File: src/rtl/cache_pkg.sv
// Shared types and default widths for the cache-side write buffer.
package cache_pkg;

    localparam int unsigned ADDR_W = 8;
    localparam int unsigned DATA_W = 8;
    localparam int unsigned DEPTH  = 4;

    typedef enum logic [1:0] {
        IDLE = 2'd0,
        WR   = 2'd1,
        RD   = 2'd2
    } wb_state_t;

    typedef struct packed {
        logic [ADDR_W-1:0] addr;
        logic [DATA_W-1:0] data;
    } wb_entry_t;

endpackage

File: src/rtl/wb_match.sv
// Youngest-match address search over the posted-write FIFO, used to forward
// read data that has not yet reached memory.
module wb_match
    import cache_pkg::*;
#(
    parameter int unsigned DEPTH = 4,
    parameter int unsigned PTR_W = $clog2(DEPTH)
) (
    input  wb_entry_t         entries_i [DEPTH],
    input  logic [DEPTH-1:0]  valid_i,
    input  logic [PTR_W-1:0]  head_i,
    input  logic [ADDR_W-1:0] addr_i,
    output logic              hit_o,
    output logic [DATA_W-1:0] data_o
);

    logic [PTR_W-1:0] idx;

    always_comb begin
        hit_o  = 1'b0;
        data_o = '0;
        idx    = '0;
        // Walk oldest to youngest so the last match seen is the youngest one.
        for (int unsigned i = 0; i < DEPTH; i++) begin
            idx = head_i + PTR_W'(i);
            if (valid_i[idx] && (entries_i[idx].addr == addr_i)) begin
                hit_o  = 1'b1;
                data_o = entries_i[idx].data;
            end
        end
    end

endmodule

File: src/rtl/write_buffer.sv
// Posted-write FIFO and req/ack memory sequencer between the cache controller
// and main memory; read misses are forwarded from the FIFO when possible.
module write_buffer
    import cache_pkg::*;
#(
    // Address/data widths come from cache_pkg so wb_entry_t stays consistent.
    parameter int unsigned DEPTH = cache_pkg::DEPTH
) (
    input  logic              clk,
    input  logic              reset,
    input  logic              cc_rd_en,
    input  logic              cc_wr_en,
    input  logic [ADDR_W-1:0] cc_addr,
    input  logic [DATA_W-1:0] cc_wdata,
    output logic [DATA_W-1:0] cc_rdata,
    output logic              cc_rvalid,
    output logic              cc_busy,
    output logic              mem_req,
    output logic              mem_we,
    output logic [ADDR_W-1:0] mem_addr,
    output logic [DATA_W-1:0] mem_wdata,
    input  logic [DATA_W-1:0] mem_rdata,
    input  logic              mem_ack
);

    localparam int unsigned PTR_W = $clog2(DEPTH);
    localparam int unsigned CNT_W = PTR_W + 1;

    wb_state_t         state_q;
    wb_entry_t         fifo_q [DEPTH];
    logic [PTR_W-1:0]  wr_ptr_q, rd_ptr_q;
    logic [CNT_W-1:0]  count_q, count_d;
    logic              rd_pend_q, rd_pend_d;
    logic [ADDR_W-1:0] rd_addr_q;

    logic [DATA_W-1:0] cc_rdata_q;
    logic              cc_rvalid_q, cc_busy_q;
    logic              mem_req_q, mem_we_q;
    logic [ADDR_W-1:0] mem_addr_q;
    logic [DATA_W-1:0] mem_wdata_q;

    logic [DEPTH-1:0]  valid;
    logic [PTR_W-1:0]  off;
    logic              hit;
    logic [DATA_W-1:0] hit_data;
    logic              rd_acc, wr_acc, pop;

    // Simultaneous read and write is treated as a read only.
    assign rd_acc = cc_rd_en & ~cc_busy_q;
    assign wr_acc = cc_wr_en & ~cc_rd_en & ~cc_busy_q;
    assign pop    = (state_q == WR) & mem_ack;

    always_comb begin
        valid = '0;
        off   = '0;
        for (int unsigned i = 0; i < DEPTH; i++) begin
            off      = PTR_W'(i) - rd_ptr_q;
            valid[i] = ({1'b0, off} < count_q);
        end
    end

    wb_match #(
        .DEPTH (DEPTH),
        .PTR_W (PTR_W)
    ) u_match (
        .entries_i (fifo_q),
        .valid_i   (valid),
        .head_i    (rd_ptr_q),
        .addr_i    (cc_addr),
        .hit_o     (hit),
        .data_o    (hit_data)
    );

    always_comb begin
        count_d = count_q;
        if (wr_acc && !pop) begin
            count_d = count_q + 1'b1;
        end else if (pop && !wr_acc) begin
            count_d = count_q - 1'b1;
        end
        rd_pend_d = rd_pend_q;
        if ((state_q == RD) && mem_ack) begin
            rd_pend_d = 1'b0;
        end else if (rd_acc && !hit) begin
            rd_pend_d = 1'b1;
        end
    end

    always_ff @(posedge clk) begin
        if (wr_acc) begin
            fifo_q[wr_ptr_q] <= {cc_addr, cc_wdata};
        end
    end

    always_ff @(posedge clk) begin
        if (reset) begin
            state_q     <= IDLE;
            wr_ptr_q    <= '0;
            rd_ptr_q    <= '0;
            count_q     <= '0;
            rd_pend_q   <= 1'b0;
            rd_addr_q   <= '0;
            cc_rdata_q  <= '0;
            cc_rvalid_q <= 1'b0;
            cc_busy_q   <= 1'b0;
            mem_req_q   <= 1'b0;
            mem_we_q    <= 1'b0;
            mem_addr_q  <= '0;
            mem_wdata_q <= '0;
        end else begin
            count_q     <= count_d;
            rd_pend_q   <= rd_pend_d;
            cc_busy_q   <= (count_d == CNT_W'(DEPTH)) | rd_pend_d;
            cc_rvalid_q <= 1'b0;
            if (wr_acc) begin
                wr_ptr_q <= wr_ptr_q + 1'b1;
            end
            if (pop) begin
                rd_ptr_q <= rd_ptr_q + 1'b1;
            end
            if (rd_acc && !hit) begin
                rd_addr_q <= cc_addr;
            end
            if (rd_acc && hit) begin
                cc_rvalid_q <= 1'b1;
                cc_rdata_q  <= hit_data;
            end
            case (state_q)
                IDLE: begin
                    // A miss accepted this edge has not reached rd_addr_q yet.
                    if (rd_pend_d) begin
                        state_q    <= RD;
                        mem_req_q  <= 1'b1;
                        mem_we_q   <= 1'b0;
                        mem_addr_q <= rd_pend_q ? rd_addr_q : cc_addr;
                    end else if (count_q != '0) begin
                        state_q     <= WR;
                        mem_req_q   <= 1'b1;
                        mem_we_q    <= 1'b1;
                        mem_addr_q  <= fifo_q[rd_ptr_q].addr;
                        mem_wdata_q <= fifo_q[rd_ptr_q].data;
                    end
                end
                WR: begin
                    if (mem_ack) begin
                        state_q   <= IDLE;
                        mem_req_q <= 1'b0;
                        mem_we_q  <= 1'b0;
                    end
                end
                RD: begin
                    if (mem_ack) begin
                        state_q     <= IDLE;
                        mem_req_q   <= 1'b0;
                        cc_rvalid_q <= 1'b1;
                        cc_rdata_q  <= mem_rdata;
                    end
                end
                default: begin
                    state_q   <= IDLE;
                    mem_req_q <= 1'b0;
                end
            endcase
        end
    end

    assign cc_rdata  = cc_rdata_q;
    assign cc_rvalid = cc_rvalid_q;
    assign cc_busy   = cc_busy_q;
    assign mem_req   = mem_req_q;
    assign mem_we    = mem_we_q;
    assign mem_addr  = mem_addr_q;
    assign mem_wdata = mem_wdata_q;

endmodule
File: config.mk
export PLATFORM = sky130hd
export DESIGN_NAME = write_buffer
export DESIGN_NICKNAME = d
export VERILOG_FILES = /design/src/rtl/cache_pkg.sv /design/src/rtl/wb_match.sv /design/src/rtl/write_buffer.sv
export SDC_FILE = /design/constraint.sdc
export NUM_CORES = 1
export LEC_CHECK = 0
export ABC_CLOCK_PERIOD_IN_PS = 5300
export CAP_MARGIN = 20
export CORE_MARGIN = 5
export CORE_UTILIZATION = 40
export DETAILED_ROUTE_END_ITERATION = 10
export PLACE_DENSITY_LB_ADDON = 0.05
export REMOVE_ABC_BUFFERS = 1
export SYNTH_ARGS = -nofsm -noshare
export SYNTH_HDL_FRONTEND = slang
export SYNTH_HIERARCHICAL = 1
export SYNTH_SLANG_ARGS = --single-unit
File: constraint.sdc
create_clock -name clk -period 5.3 [get_ports clk]
set_input_delay 0.795 -clock clk [delete_from_list [all_inputs] [get_ports clk]]
set_output_delay 0.795 -clock clk [all_outputs]
set_load 0.02 [all_outputs]
==> results.cfg, run 1 <==
[status]
status = completed

[clocking]
cts_tree = yes
cell_at_the_root_of_the_clock_tree = sky130_fd_sc_hd__clkbuf_16
cts_resized = 0
postCtsHoldBufs = 0
cts-buffers-inserted = 9
worst_skew_pair.late_latency_ns = 0.35
post-cts-setup-buffers = 0
cts_htree_levels = 3
clkSlewWorstSetupHoldPaths_ns = 0.08
cts-root-to-sink-buffers = 2
tritoncts_num_sinks = 110

[cells_and_area]
finish.cell_count_without_fillers = 881
design_area_um2 = 8000
final_util_pct = 46.1
final_net_count = 694
count_of_antenna_diodes_in_the_layout = 0
syn_to_final_growth_pct = 13.0
mostFrequentLayoutCell = sky130_fd_sc_hd__edfxtp_1
layout_cell_share_with_drive_strength_beyond_1_pct = 14.8
final_cell_mix = 64 x sky130_fd_sc_hd__edfxtp_1, 55 x sky130_fd_sc_hd__mux2i_1, 55 x sky130_fd_sc_hd__clkdlybuf4s50_1, 53 x sky130_fd_sc_hd__nor2_1, 46 x sky130_fd_sc_hd__nand2_1

[yosys]
ys_dominant_reg_cell = sky130_fd_sc_hd__edfxtp_1
yosys_top_cell_by_area = sky130_fd_sc_hd__edfxtp_1
synthesis.yosys.warnings = 6
flops_latches_synth = 110
synth_cell_types = 66
mappedNetlistArea_um2 = 7080
post-synth-top-area-fraction_pct = 27.1
synth_edf_count = 64
netlist_top_cells_area = sky130_fd_sc_hd__edfxtp_1 27%, sky130_fd_sc_hd__dfxtp_1 13%, sky130_fd_sc_hd__mux2i_1 7.8%
synth-seq-area-share_pct = 40.1
postSynthAreaPerCell_um2 = 11.4
synthCells = 619
synth-async-reset-ratio_pct = 0

[place]
preCtsSetupSlack_ns = 0.763
place_area_um2 = 7720
portBuffers = 56
hpwlAfterDp_um = 12100
gp_congestion = 0.826
placed_cells = 865

[global_route]
grtUsageTotal_pct = 17.3
grt_overflow_total = 0
maximum_number_of_pins_on_one_net_before_global_route_repair = 54
first_global_vias = 5025
initial_antenna_violation_count = 0
wire_length_of_the_first_global_routing_pass_um = 27400

[power]
part_of_the_total_power_dissipated_in_the_clock_network_pct = 24.4
powerDensity_nw_per_um2 = 335
total_switching_power_mw = 0.924
power_frac_seq_pct = 41.0
worst_ir_drop_vdd_uv = 209
p_leak_nw = 2.60
report.power.total_mw = 2.68
netSwitchingFraction_pct = 34.5
power.combinational.fraction_pct = 34.6
internal_power_mw = 1.75

[route]
avgRoutedWirePerCell_um = 20.0
initialDrtViolationCount = 256
vias = 5042
drt_pass1_iterations = 6
route.antenna.remaining_nets = 0
wirelength_um = 17600
vias_per_cell = 5.72
drc = 0

[critical_path]
endpoint = mem_addr[1]
arrival_ns = 4.82
timing.critical_path.required_ns = 5.57
worst-setup-path-type = flip-flop to flip-flop
critical_path.startpoint = rd_ptr_q[0]
worst_r2r_path_depth = 17
rr_endpoint = mem_addr[1]
end_kind = flip-flop
rr_startpoint = rd_ptr_q[0]
worst_setup_path_start_kind = flip-flop
reg2reg_setup_slack_ns = 0.75
critical_path.max_fanout = 32

[min_path]
timing.hold.worst.class = flip-flop to flip-flop

[die]
ios = 57
std_cell_rows = 48
initial_utilization_pct = 40.8
core_area_um2 = 17400
die_area_um2 = 20500
die_height_um = 143
die_width_um = 143

[timing]
unrepaired_setup_endpoints_after_global_routing = false
timing.final.hold_violations = 0
final-max-slew-violation-count = 0
report.final.setup_viol = 0
layout_min_cycle_time_ns = 4.55
slew_headroom_pct = 29.4
post-route-period-util_pct = 85.8
fin_ws_ns = 0.751
max_clock_freq_mhz = 220
tightest_slew_ns = 1.06
finalClockSkew_ns = 0.0155

[flow_run]
drv_cap = 0
-- power groups by stage --
stage	Sequential (mW)	Combinational [mW]	Clock, mW
2_1_floorplan	1.18	0.519	0
3_3_place_gp	1.11	0.916	0
3_5_place_dp	1.12	0.935	0
4_1_cts	1.10	0.940	0.672
5_1_grt	1.11	1.02	0.707
6_report	1.10	0.927	0.654
-- sequential cells by signal, indices dropped and copies added (netlist names), 2 cells and up --
| signal | count |
|---|---|
| fifo_q | 64 |
| cc_rdata | 8 |
| mem_addr | 8 |
| mem_wdata | 8 |
| rd_addr_q | 8 |
| count_q | 3 |
| rd_ptr_q | 2 |
| state_q | 2 |
| wr_ptr_q | 2 |
-- Yosys cell counts, types with 3 or more instances --
| master | n |
|---|---|
| sky130_fd_sc_hd__a211oi_1 | 22 |
| sky130_fd_sc_hd__a21boi_0 | 8 |
| sky130_fd_sc_hd__a21oi_1 | 27 |
| sky130_fd_sc_hd__a311oi_1 | 5 |
| sky130_fd_sc_hd__a31oi_1 | 12 |
| sky130_fd_sc_hd__and2_1 | 4 |
| sky130_fd_sc_hd__buf_1 | 4 |
| sky130_fd_sc_hd__buf_2 | 16 |
| sky130_fd_sc_hd__buf_4 | 4 |
| sky130_fd_sc_hd__buf_6 | 6 |
| sky130_fd_sc_hd__clkbuf_1 | 12 |
| sky130_fd_sc_hd__dfxtp_1 | 46 |
| sky130_fd_sc_hd__edfxtp_1 | 64 |
| sky130_fd_sc_hd__ha_1 | 14 |
| sky130_fd_sc_hd__inv_1 | 9 |
| sky130_fd_sc_hd__mux2_2 | 23 |
| sky130_fd_sc_hd__mux2i_1 | 55 |
| sky130_fd_sc_hd__mux4_1 | 14 |
| sky130_fd_sc_hd__mux4_2 | 21 |
| sky130_fd_sc_hd__nand2_1 | 46 |
| sky130_fd_sc_hd__nand2b_1 | 9 |
| sky130_fd_sc_hd__nand3_1 | 5 |
| sky130_fd_sc_hd__nor2_1 | 53 |
| sky130_fd_sc_hd__nor3_1 | 10 |
| sky130_fd_sc_hd__o21ai_0 | 21 |
| sky130_fd_sc_hd__o2bb2ai_1 | 8 |
| sky130_fd_sc_hd__o32ai_1 | 8 |
| sky130_fd_sc_hd__or2_2 | 4 |
| sky130_fd_sc_hd__xnor2_1 | 28 |
| sky130_fd_sc_hd__xnor2_2 | 3 |
| sky130_fd_sc_hd__xor2_1 | 11 |
-- worst min-delay path by stage --
stage | start | end | cells after the start
final | mem_wdata[2] | mem_wdata[2] | 2
after detailed placement | mem_wdata[2] | mem_wdata[2] | 2
after global routing | mem_wdata[0] | mem_wdata[0] | 2
after CTS | mem_wdata[2] | mem_wdata[2] | 2
after global placement | mem_wdata[2] | mem_wdata[2] | 2
after floorplan | rd_addr_q[0] | rd_addr_q[0] | 2
-- critical path, stage by stage, from the launching register on --
cell,delay (ns)
sky130_fd_sc_hd__dfxtp_4,0.65
sky130_fd_sc_hd__xnor2_1,0.21
sky130_fd_sc_hd__inv_1,0.07
sky130_fd_sc_hd__ha_1,0.27
sky130_fd_sc_hd__a21oi_1,0.05
sky130_fd_sc_hd__or2_2,0.30
sky130_fd_sc_hd__mux4_2,0.48
sky130_fd_sc_hd__nand4_1,0.12
sky130_fd_sc_hd__o21bai_1,0.11
sky130_fd_sc_hd__buf_4,0.23
sky130_fd_sc_hd__nand2b_1,0.16
sky130_fd_sc_hd__o21ai_2,0.16
sky130_fd_sc_hd__or3b_1,0.45
sky130_fd_sc_hd__nor3b_2,0.28
sky130_fd_sc_hd__o21ai_4,0.16
sky130_fd_sc_hd__nand2b_2,0.20
sky130_fd_sc_hd__nand3b_2,0.29
sky130_fd_sc_hd__o2bb2ai_1,0.26
-- per-stage QoR --
stage | TNS, ns | hold WS (ns)
after floorplan | -57.56 | 0.460
after global placement | 0 | 0.443
after detailed placement | 0 | 0.447
after CTS | 0 | 0.458
after global routing | 0 | 0.486
final | 0 | 0.454
-- per-layer routing --
layer	wire [µm]	global-route usage, %
met5	0	0
met4	309	5.75
met3	701	2.11
met2	9150	31.2
met1	7460	21.5
-- cell type report --
| class | count | area (µm²) |
|---|---|---|
| Inverter | 10 | 37.5 |
| Timing Repair Buffer | 65 | 623 |
| Fill cell | 1566 | 9350 |
| Clock inverter | 5 | 41.3 |
| Multi-Input combinational cell | 455 | 3930 |
| Clock buffer | 11 | 243 |
| Tap cell | 225 | 282 |
| Sequential cell | 110 | 2850 |
-- cells by family after synthesis --
| kind of cell | share of synthesized area (%) |
|---|---|
| and+or+nand+nor | 10.7 |
| AOI/OAI and AO/OA | 13.3 |
| muxes | 23.5 |
| DFF | 40.1 |
| buffers and inverters | 4.38 |
| xor gates and xnor gates | 5.51 |
| adders and majority gates | 2.47 |
Note: power is estimated with default switching activity, not from simulation.
==> run 2: changes to the inputs <==
CAP_MARGIN = 25   (was 20)
SLEW_MARGIN = 20   (was not set)
==> run 2 against run 1 <==
Critical path depth unchanged. First-iteration DRC count is 30% higher. Total power fell by 0.27%. Non-clock buffer count is 4 higher. Sequential power hardly changed. Routed wire length rose by 0.10%. Clock power is 2% lower. Critical path type unchanged. Largest power group unchanged.
==> results.cfg, run 2 (synthesized netlist as in run 1, its figures left out) <==
[status]
status = completed

[cells_and_area]
mostFrequentLayoutCell = sky130_fd_sc_hd__edfxtp_1
syn_to_final_growth_pct = 13.8
count_of_antenna_diodes_in_the_layout = 0
final_util_pct = 46.4
largest_register_ff_count = 64
finish.cell_count_without_fillers = 885
largest_reg_by_ff_count = fifo_q
final_net_count = 698
final_cell_mix = 64 x sky130_fd_sc_hd__edfxtp_1, 55 x sky130_fd_sc_hd__mux2i_1, 55 x sky130_fd_sc_hd__clkdlybuf4s50_1, 53 x sky130_fd_sc_hd__nor2_1, 46 x sky130_fd_sc_hd__nand2_1
layout_cell_share_with_drive_strength_beyond_1_pct = 15.3

[critical_path]
endpoint = mem_addr[1]
cp_cell_sequence = xnor2_1 -> inv_1 -> ha_1 -> a21oi_1 -> or2_2 -> mux4_2 -> nand4_1 -> o21bai_1 -> buf_4 -> nand2b_1 -> o21ai_2 -> or3b_1 -> nor3b_2 -> o21ai_4 -> nand2b_2 -> nand3b_2 -> o2bb2ai_1
end_kind = flip-flop
reg2reg_setup_slack_ns = 0.79
critical_path.max_fanout = 32
rr_startpoint = rd_ptr_q[0]
rr_endpoint = mem_addr[1]
critPathMaxStageDelay_ns = 0.64
worst-path-stages = 17
arrival_ns = 4.79
worst-setup-path-type = flip-flop to flip-flop
critPathBufInv = 2
crit_slowest_cell = sky130_fd_sc_hd__dfxtp_4
critical_path.startpoint = rd_ptr_q[0]
worst_r2r_path_depth = 17
worst_setup_path_start_kind = flip-flop
path_delay_family = simple AND/OR/NAND/NOR gates
timing.critical_path.required_ns = 5.57

[route]
drt_pass1_iterations = 5
wirelength_um = 17600
vias_per_cell = 5.68
avgRoutedWirePerCell_um = 19.9
vias = 5029
initialDrtViolationCount = 334
drc = 0
route.antenna.remaining_nets = 0

[global_route]
grtUsageTotal_pct = 17.5
grt_most_used_layer = met2
groute.layer.met3.usage_pct = 2.68
wire_length_of_the_first_global_routing_pass_um = 27600
grt_util_met2_pct = 31.7
first_global_vias = 5061
maximum_number_of_pins_on_one_net_before_global_route_repair = 54
globalRouteMet1Util_pct = 21.7
initial_antenna_violation_count = 0
grt_overflow_total = 0

[timing]
timing.final.hold_violations = 0
finalClockSkew_ns = 0.0113
tightest_slew_ns = 0.945
layout_min_cycle_time_ns = 4.51
report.final.setup_viol = 0
slew_headroom_pct = 37.0
final-max-slew-violation-count = 0
unrepaired_setup_endpoints_after_global_routing = false
fin_ws_ns = 0.786
post-route-period-util_pct = 85.2
max_clock_freq_mhz = 222

[clocking]
cts_tree = yes
postCtsHoldBufs = 0
cts_resized = 0
worst_skew_pair.late_latency_ns = 0.35
post-cts-setup-buffers = 0
cell_at_the_root_of_the_clock_tree = sky130_fd_sc_hd__clkbuf_16
cts-root-to-sink-buffers = 2
clkSlewWorstSetupHoldPaths_ns = 0.08
cts-buffers-inserted = 9
cts_htree_levels = 3
tritoncts_num_sinks = 110

[min_path]
timing.hold.worst.class = flip-flop to flip-flop
whs_path_depth = 2

[place]
preCtsSetupSlack_ns = 0.747
gp_congestion = 0.826
hpwlAfterDp_um = 12600
placed_cells = 869
portBuffers = 56

[die]
die_height_um = 143
die_width_um = 143
ios = 57
std_cell_rows = 48
core_area_um2 = 17400
die_area_um2 = 20500
initial_utilization_pct = 40.8

[power]
worst_ir_drop_vdd_uv = 213
p_leak_nw = 2.63
powerDensity_nw_per_um2 = 331

[flow_run]
drv_cap = 0
run 2: changes by cell type in the layout (fill, tap and decap cells not counted), sizes merged:
cell,change
buf,+4
clkinv,+5
clkbuf,-1
inv,-2
clkinvlp,-2
run 2: through the flow:
stage	area, µm²	TNS (ns)	hold slack [ns]	power, mW
CTS	8060	0	0.463	2.71
global placement	7720	0	0.443	2.03
finish	8060	0	0.460	2.67
detailed placement	7780	0	0.448	2.06
floorplan	6810	-57.56	0.460	1.70
global route	8060	0	0.487	2.83
run 2: routing by layer:
| layer | routed length, µm | vias to the layer above |
|---|---|---|
| met5 | 0 | - |
| met2 | 9220 | 122 |
| met3 | 695 | 19 |
| li1 | - | 2425 |
| met4 | 258 | 0 |
| met1 | 7460 | 2463 |
run 2: final cells by class:
cell class | instances | area [µm²]
timing repair buffer | 69 | 683
clock inverter | 6 | 48.8
inverter | 10 | 37.5
clock buffer | 10 | 229
fill | 1570 | 9300
multi-input combinational | 455 | 3930
sequential | 110 | 2850
tap | 225 | 282
run 2: how the worst min path moves through the flow:
stage                       startpoint      endpoint
final                     mem_wdata[2]  mem_wdata[2]
after global placement    mem_wdata[2]  mem_wdata[2]
after global routing      mem_wdata[0]  mem_wdata[0]
after CTS                 mem_wdata[2]  mem_wdata[2]
after floorplan           rd_addr_q[0]  rd_addr_q[0]
after detailed placement   mem_addr[7]   mem_addr[7]
run 2: worst min-delay path: stages (launching register included):
cell                      delay (ns)
sky130_fd_sc_hd__dfxtp_1        0.31
sky130_fd_sc_hd__nand2_1        0.05
sky130_fd_sc_hd__a21oi_1        0.05
run 2: where the power goes:
group,internal [mW],leakage (nW),total [mW],switching (mW)
registers,1.01,0.958,1.10,0.0915
logic,0.414,1.54,0.934,0.520
clock network,0.324,0.137,0.640,0.316
==> run 3: changes to the inputs <==
CTS_CLUSTER_DIAMETER = 80   (was not set)
SYNTH_HIERARCHICAL = not set   (was 1)
==> run 3 against run 2 <==
Sequential power hardly changed. Combinational power increased by 3.7%. Core utilization rose by 0.50 points. Clock skew shrank 0.0035 ns. Count of clock-buffer cells in the layout shrank 1. Maximum frequency grew 5.0%. Setup slack better by 0.21 ns. Final cell count decreased by 1.4%. Sequential share of layout area is 1.5 points higher. Worst hold slack gained 0.024 ns. Critical path type unchanged. Largest cell class unchanged.
==> results.cfg, run 3 <==
[cells_and_area]
largest_reg_by_ff_count = fifo_q
syn_to_final_growth_pct = 15.8
layout_cell_share_with_drive_strength_beyond_1_pct = 13.6
final_cell_mix = 66 x sky130_fd_sc_hd__nor2_1, 64 x sky130_fd_sc_hd__mux2i_1, 64 x sky130_fd_sc_hd__edfxtp_1, 56 x sky130_fd_sc_hd__clkdlybuf4s50_1, 44 x sky130_fd_sc_hd__dfxtp_1
final_net_count = 691
largest_register_ff_count = 64
finish.cell_count_without_fillers = 873
design_area_um2 = 7730
count_of_antenna_diodes_in_the_layout = 0
mostFrequentLayoutCell = sky130_fd_sc_hd__nor2_1

[clocking]
post-cts-setup-buffers = 0
cell_at_the_root_of_the_clock_tree = sky130_fd_sc_hd__clkbuf_16
worst_skew_pair.late_latency_ns = 0.36
tritoncts_num_sinks = 110
clkSlewWorstSetupHoldPaths_ns = 0.08
cts_htree_levels = 3
cts_resized = 0
cts_tree = yes
cts-root-to-sink-buffers = 2
postCtsHoldBufs = 0
cts-buffers-inserted = 9

[yosys]
flops_latches_synth = 110
synth-seq-area-share_pct = 42.6
synth.most_common_cell = sky130_fd_sc_hd__nor2_1
yosys_top_cell_by_area = sky130_fd_sc_hd__edfxtp_1
synth-async-reset-ratio_pct = 0
ys_dominant_reg_cell = sky130_fd_sc_hd__edfxtp_1
synth_commonest_cells = 66 x sky130_fd_sc_hd__nor2_1, 64 x sky130_fd_sc_hd__edfxtp_1, 64 x sky130_fd_sc_hd__mux2i_1
synthesis.yosys.warnings = 0
synth_cell_types = 63
post-synth-top-area-fraction_pct = 28.8
synthCells = 606
synth_edf_count = 64
postSynthAreaPerCell_um2 = 11.0
mappedNetlistArea_um2 = 6670
netlist_top_cells_area = sky130_fd_sc_hd__edfxtp_1 29%, sky130_fd_sc_hd__dfxtp_1 14%, sky130_fd_sc_hd__mux2i_1 9.6%

[global_route]
grt_overflow_total = 0
globalRouteMet1Util_pct = 27.1
grt_most_used_layer = met2
initial_antenna_violation_count = 0
groute.layer.met3.usage_pct = 2.59
wire_length_of_the_first_global_routing_pass_um = 28000
first_global_vias = 4890
grt_util_met2_pct = 27.7
maximum_number_of_pins_on_one_net_before_global_route_repair = 43
grtUsageTotal_pct = 18.3

[timing]
holdWs_ns = 0.484
unrepaired_setup_endpoints_after_global_routing = false
tightest_slew_ns = 1.00
max_clock_freq_mhz = 233
post-route-period-util_pct = 81.1
layout_min_cycle_time_ns = 4.30
report.final.setup_viol = 0
timing.final.hold_violations = 0
slew_headroom_pct = 33.4
fin_ws_ns = 1.00
finalClockSkew_ns = 0.00772
final-max-slew-violation-count = 0

[critical_path]
worst_r2r_path_depth = 11
end_kind = flip-flop
arrival_ns = 4.56
timing.critical_path.required_ns = 5.55
worst-setup-path-type = flip-flop to flip-flop
worst_setup_path_start_kind = flip-flop
critical_path.max_fanout = 42

[power]
worst_ir_drop_vdd_uv = 180
report.power.total_mw = 2.75
p_leak_nw = 2.61
powerDensity_nw_per_um2 = 356

[min_path]
whs_path_depth = 1
timing.hold.worst.class = flip-flop to flip-flop

[die]
die_area_um2 = 19400
core_area_um2 = 16500
die_height_um = 139
initial_utilization_pct = 40.5
std_cell_rows = 47
die_width_um = 139
ios = 57

[route]
route.antenna.remaining_nets = 0
avgRoutedWirePerCell_um = 20.1
drc = 0
wirelength_um = 17600
vias_per_cell = 5.64
vias = 4923
drt_pass1_iterations = 6
initialDrtViolationCount = 434

[status]
status = completed

[flow_run]
drv_cap = 0

[place]
placed_cells = 857
hpwlAfterDp_um = 12300
place_area_um2 = 7430
preCtsSetupSlack_ns = 0.978
gp_congestion = 0.872
portBuffers = 56
-- run 3: layout make-up --
class	instances	area, µm²
clock buffers	9	225
clock inverters	7	66.3
fillers	1527	8740
inverters	18	67.6
multi-input cells	436	3560
flip-flops and latches	110	2850
well taps	220	275
repair buffers	73	688
-- run 3: critical path: stages (launching register included) --
cell	delay, ns
sky130_fd_sc_hd__dfxtp_4	0.75
sky130_fd_sc_hd__inv_1	0.22
sky130_fd_sc_hd__ha_1	0.38
sky130_fd_sc_hd__nor2b_1	0.18
sky130_fd_sc_hd__nor3_1	0.36
sky130_fd_sc_hd__o311ai_0	0.24
sky130_fd_sc_hd__nand4_1	0.19
sky130_fd_sc_hd__nor2_1	0.16
sky130_fd_sc_hd__nor4_4	0.50
sky130_fd_sc_hd__and3b_1	0.73
sky130_fd_sc_hd__a32oi_1	0.20
sky130_fd_sc_hd__a32o_1	0.29
-- run 3: per-stage QoR --
stage | util, % | setup TNS, ns
after floorplan | - | -13.51
after global placement | 45.1 | 0
after detailed placement | 45.2 | 0
after CTS | 46.9 | 0
after global routing | 46.9 | 0
final | 46.9 | 0
-- run 3: path summary, 6_finish.rpt --
kind | from | end | slack, ns
setup reg to reg | rd_ptr_q[1] | mem_addr[6] | 1.0
setup / recovery | rd_ptr_q[1] | mem_addr[6] | 1.0
hold / removal | mem_addr[5] | mem_addr[5] | 0.48
hold reg to reg | mem_addr[5] | mem_addr[5] | 0.48
-- run 3: cells by family after synthesis --
kind of cell | Yosys count | synth area share [%]
and+or+nand+nor | 174 | 13.1
AOI/OAI and AO/OA | 109 | 12.1
adders and majority gates | 14 | 2.63
buffers and inverters | 60 | 4.13
xor gates and xnor gates | 36 | 4.73
muxes | 103 | 20.7
DFF | 110 | 42.6
-- run 3: report_power, final --
group / switching [mW] / internal [mW] / total, mW
logic: 0.543 / 0.426 / 0.969
registers: 0.0892 / 1.01 / 1.10
clock network: 0.353 / 0.332 / 0.684
total: 0.985 / 1.77 / 2.75
-- run 3: per-layer routing --
metal  vias to the layer above  wire length [µm]
met1                      2412              8650
met3                        22               750
met2                       132              7790
met5                         -                 0
met4                         0               364
li1                       2357                 -
==> variant 1: new RTL, config.mk and constraints of run 2 <==
Make the reset (`reset`) asynchronous in one clocked block.
--- a/src/rtl/write_buffer.sv
+++ b/src/rtl/write_buffer.sv
@@ -93,5 +93,5 @@
     end
 
-    always_ff @(posedge clk) begin
+    always_ff @(posedge clk or posedge reset) begin
         if (reset) begin
             state_q     <= IDLE;
Behaviour: differs if reset is asserted again (counterexample within 4 cycles, from zero or initial values and one cycle with reset high); with reset held inactive, the same outputs for 4 cycles.
==> variant 1 against run 2 <==
Synthesized cell count fell by 4.2%. Sequential cell count unchanged. Synthesized area up 2.7%. Wire length decreased by 0.44%. Count of clock-buffer cells in the layout is 3 higher. Worst setup slack got worse by 14 ps. Final area rose by 2.7%. Cell count down 2.3%.
Power is not compared: it rests on default switching activity, and its combinational part moved more than twofold at a synthesized area within 25%.
==> variant 1: results (changes against run 2) <==
- EDFF count, synth: 64 (unchanged)
- Clock Skew: 7.99 ps (-3.26 ps)
- Synth top area cells: edfxtp_1, dfrtp_1, mux4_2
- Layout cells sized above 1: 18.6% (+3.3 points)
- Status: finished clean
- Yosys warnings: 6 (unchanged)
- Nets: 674 (-3.4%)
- # diodes: 0 (unchanged)
- Mux cell area share after synthesis: 23.3% (-0.21 points)
- Post-Synth Adder-Cell Area: 2.68% (+0.21 points)
- Final WL: 17.6 mm (-0.44%)
- Die width: 145 um (+1.3%)
- Synth cell types: 71 (+7.6%)
- H-Tree Depth: 3 (unchanged)
- First-pass GRT wire length: 27.9 mm (+1.3%)
- Worst hold slack: 488 ps (+28.4 ps)
- Placed wire-length estimate: 12.0 mm (-4.8%)
- IO buf count: 56 (unchanged)
- Seq/Total Area, Yosys: 42.3% (+2.1 points)
- Most common library cells after synthesis: edfxtp_1, dfrtp_1, mux2i_1
- GRT Overall Usage: 17.5% (-0.028 points)
- Async SR Flop Fraction: 41.8% (+42 points)
- CP Max Fanout: 48 (+50%)
- Num CTS Buffers: 9 (unchanged)
- Pin count of the biggest net entering global routing: 60 (+11%)
- Post-CTS sizing: 0 (unchanged)
- CP max stage cell: buf_4
- Synth Area in Compound Gates: 12.1% (-1.2 points)
- Initial drt markers: 327 (-2.1%)
- Drt pass-1 iters: 5 (unchanged)
- Routability cong.: 0.763 (-7.6%)
- Clk root buf: clkbuf_16
- Slowest stage delay, CP: 520 ps (-120 ps)
- Filler cells: 1626 (+3.6%)
- Post-synthesis xor/xnor area fraction: 5.61% (+0.095 points)
- Crit path DAT: 4780 ps (about the same)
- Worst Max-Slew Pin Slew: 1030 ps (+82.9 ps)
- Leakage: 3.01 nW
- Mean number of vias per cell: 5.77 (+1.5%)
- Vias in the first global route: 5132 (+1.4%)
==> variant 1: cell count changes in the layout (fill, tap and decap cells not counted), moves of 4 or more <==
| cell | change |
|---|---|
| mux2_2 | +15 |
| dfrtp_1 | +44 |
| o2bb2ai_1 | -8 |
| dfxtp_1 | -44 |
| nand2_1 | -8 |
| nor2_1 | -16 |
| o31ai_1 | +8 |
| mux2i_1 | -15 |
| clkinv_4 | -4 |
| a21oi_1 | -8 |
| and2b_2 | +6 |
==> variant 1: power by group <==
group | switching, mW | leakage, nW | internal, mW | total, mW
sequential | 0.163 | 1.12 | 1.12 | 1.29
combinational | 1.35 | 1.74 | 1.17 | 2.52
clock | 0.308 | 0.145 | 0.396 | 0.704
total | 1.82 | 3.01 | 2.69 | 4.51
==> variant 1: worst max-delay path, delay by kind of cell (launching register included) <==
| family | cells | cell delay [ps] |
|---|---|---|
| flops | 1 | 380 |
| mux | 1 | 500 |
| simple gates | 6 | 1510 |
| buf+inv | 3 | 1030 |
| compound gates | 5 | 980 |
==> variant 1: stage by stage <==
| stage | area (um^2) | instances | setup TNS [ps] | setup slack, ps |
|---|---|---|---|---|
| global route | 8270 | 865 | 0 | 479 |
| detailed placement | 7940 | 847 | 0 | 661 |
| finish | 8270 | 865 | 0 | 772 |
| floorplan | 7000 | 552 | -48500 | -1550 |
| CTS | 8240 | 863 | 0 | 749 |
| global placement | 7920 | 846 | 0 | 721 |
==> variant 1: logic make-up after synthesis <==
kind of cell	after synthesis
mux	115
flops	110
fa+ha+maj	16
xor+xnor	44
simple gates	132
buf+inv	53
compound gates	123
==> variant 1: final timing paths <==
| kind | start | endpoint | cells past startpoint |
|---|---|---|---|
| worst max-delay path | rd_ptr_q[0]$_DFFE_PP0P_ | mem_addr[4]$_DFFE_PP0P_ | 15 |
| worst min-delay path | mem_addr[4]$_DFFE_PP0P_ | mem_addr[4]$_DFFE_PP0P_ | 2 |
| worst max register to register | rd_ptr_q[0]$_DFFE_PP0P_ | mem_addr[4]$_DFFE_PP0P_ | 15 |
| worst min register to register | mem_addr[4]$_DFFE_PP0P_ | mem_addr[4]$_DFFE_PP0P_ | 2 |
| max in group asynchronous | reset | rd_ptr_q[1]$_DFFE_PP0P_ | 3 |
| min in group asynchronous | reset | mem_wdata[2]$_DFFE_PP0P_ | 3 |
==> variant 1: metal layers <==
metal	track usage, %	part of all wire, %	routed length [um]	up-vias
met2	30.0	50	8830	148
met5	0	0	0	-
met4	6.53	2.5	435	0
met1	22.1	42	7430	2479
li1	-	-	-	2334
met3	3.12	4.9	858	28
==> variant 1: cell type report <==
cell class,instances,area share [%]
clock buffers,13,3.16
well taps,229,3.46
clock inverters,3,0.514
repair buffers,68,8.14
flip-flops and latches,110,37.2
multi-input cells,430,47.0
inverters,12,0.544
==> variant 2: new RTL, settings of run 2 <==
Without the edit above. `DEPTH` is set to 4 in 2 places; all go to 2.
--- a/src/rtl/cache_pkg.sv
+++ b/src/rtl/cache_pkg.sv
@@ -4,5 +4,5 @@
     localparam int unsigned ADDR_W = 8;
     localparam int unsigned DATA_W = 8;
-    localparam int unsigned DEPTH  = 4;
+    localparam int unsigned DEPTH  = 2;
 
     typedef enum logic [1:0] {
--- a/src/rtl/wb_match.sv
+++ b/src/rtl/wb_match.sv
@@ -4,5 +4,5 @@
     import cache_pkg::*;
 #(
-    parameter int unsigned DEPTH = 4,
+    parameter int unsigned DEPTH = 2,
     parameter int unsigned PTR_W = $clog2(DEPTH)
 ) (
Behaviour: not the same (Yosys sat finds a counterexample within 4 cycles, from zero or initial values and one cycle with reset high).
==> variant 2 against run 2 <==
Worst setup slack improved by 570 ps. Clock skew decreased by 1.1 ps. Wire length down 48%. Sequential cell count shrank 35. Critical path type unchanged. Cell count is 38% lower. Synthesized area fell by 44%. Final area shrank 41%. Count of clock-buffer cells in the layout stayed put. Power shrank 22%.
==> variant 2: results (changes against run 2) <==
- Post-Synth Adder-Cell Area: 1.52% (-0.95 points)
- Most common library cells after synthesis: mux2i_1, dfxtp_1, edfxtp_1
- Peak supply drop: 0.188 mV (-12%)
- Vias in the first global route: 2900 (-43%)
- Worst Hold Launch: mem_addr[6]$_SDFFE_PP0P_
- Rel. slew slack: 39.9% (+2.9 points)
- Initial drt markers: 195 (-42%)
- Mapped Cells: 362 (-42%)
- Most used flip-flop cell after synthesis: dfxtp_1
- Dpl ws: 1030 ps (+287 ps)
- EDFF count, synth: 32 (-50%)
- Synth Area in Compound Gates: 15.7% (+2.4 points)
- Mean number of vias per cell: 5.36 (-5.8%)
- Synth top area cells: edfxtp_1, dfxtp_1, mux2i_1
- Leakage: 1.57 nW (-40%)
- Synth cell types: 47 (-29%)
- First-pass GRT wire length: 14.7 mm (-47%)
- Filler cells: 932 (-41%)
- Max FFs per register: 32 (-50%)
- Status: finished clean
- Worst r2r src: rd_ptr_q$_SDFFE_PP0P_
- Final WL: 9.19 mm (-48%)
- Placed wire-length estimate: 6.41 mm (-49%)
- WL per Instance: 16.7 um (-16%)
- Seq/Total Area, Yosys: 46.1% (+5.9 points)
- CP Max Fanout: 52 (+63%)
- R2R depth: 11 (-6)
- R2R setup slack: 1360 ps (+570 ps)
## variant 2: cell types whose count changed after synthesis, moves of 18 or more
cell / run 2 / this run
nand2_1: 46 / 11
a21oi_1: 27 / 6
mux4_2: 21 / 0
edfxtp_1: 64 / 32
o21ai_0: 21 / 3
nor2_1: 53 / 29
## variant 2: cell type report
cell class	count	area [um^2]	area share, %
Multi-Input combinational cell	243	1910	39.9
Inverter	16	60.1	1.26
Tap cell	133	166	3.48
Sequential cell	75	1820	38.2
Clock inverter	6	37.5	0.786
Timing Repair Buffer	66	636	13.3
Clock buffer	10	149	3.12
## variant 2: stage by stage
stage | hold WS [ps] | total power, mW
floorplan | 454 | 1.35
global placement | 445 | 1.67
detailed placement | 449 | 1.68
CTS | 462 | 2.10
global route | 502 | 2.21
finish | 454 | 2.07
## variant 2: critical path, delay by kind of cell, from the launching register on
family          cells  cell delay [ps]
flops               1              370
buf+inv             3             1030
compound gates      4             1070
simple gates        2              760
mux                 1              210
xor+xnor            1              340
## variant 2: cell families after synthesis
family / after synthesis
buffers and inverters: 44
AOI/OAI and AO/OA: 83
muxes: 62
adders and majority gates: 5
DFF: 75
and+or+nand+nor: 71
xor gates and xnor gates: 22
## variant 2: how the worst max path moves through the flow
stage / slack, ps / to / from / cells after the start
final: 1360 / mem_addr[6]$_SDFFE_PP0P_ / rd_ptr_q$_SDFFE_PP0P_ / 11
after detailed placement: 1030 / mem_addr[6]$_SDFFE_PP0P_ / cc_addr[3] / 11
after global placement: 1150 / mem_addr[6]$_SDFFE_PP0P_ / cc_addr[3] / 11
after global routing: 1080 / mem_addr[6]$_SDFFE_PP0P_ / rd_ptr_q$_SDFFE_PP0P_ / 11
after CTS: 1380 / mem_addr[6]$_SDFFE_PP0P_ / rd_ptr_q$_SDFFE_PP0P_ / 11
after floorplan: 680 / mem_addr[6]$_SDFFE_PP0P_ / rd_ptr_q$_SDFFE_PP0P_ / 8
## variant 2: report_power, final
group | switching (mW) | internal (mW)
Clock | 0.219 | 0.196
Sequential | 0.0719 | 0.721
Combinational | 0.479 | 0.383
## variant 2: per-layer routing
layer / share of wire [%] / vias to the layer above / routed length (um) / track usage, %
met2: 47 / 73 / 4360 / 25.4
met1: 47 / 1390 / 4300 / 21.7
met3: 4.5 / 9 / 416 / 3.29
li1: - / 1468 / - / -
met5: 0 / - / 0 / 0
met4: 1.2 / 0 / 109 / 5.25
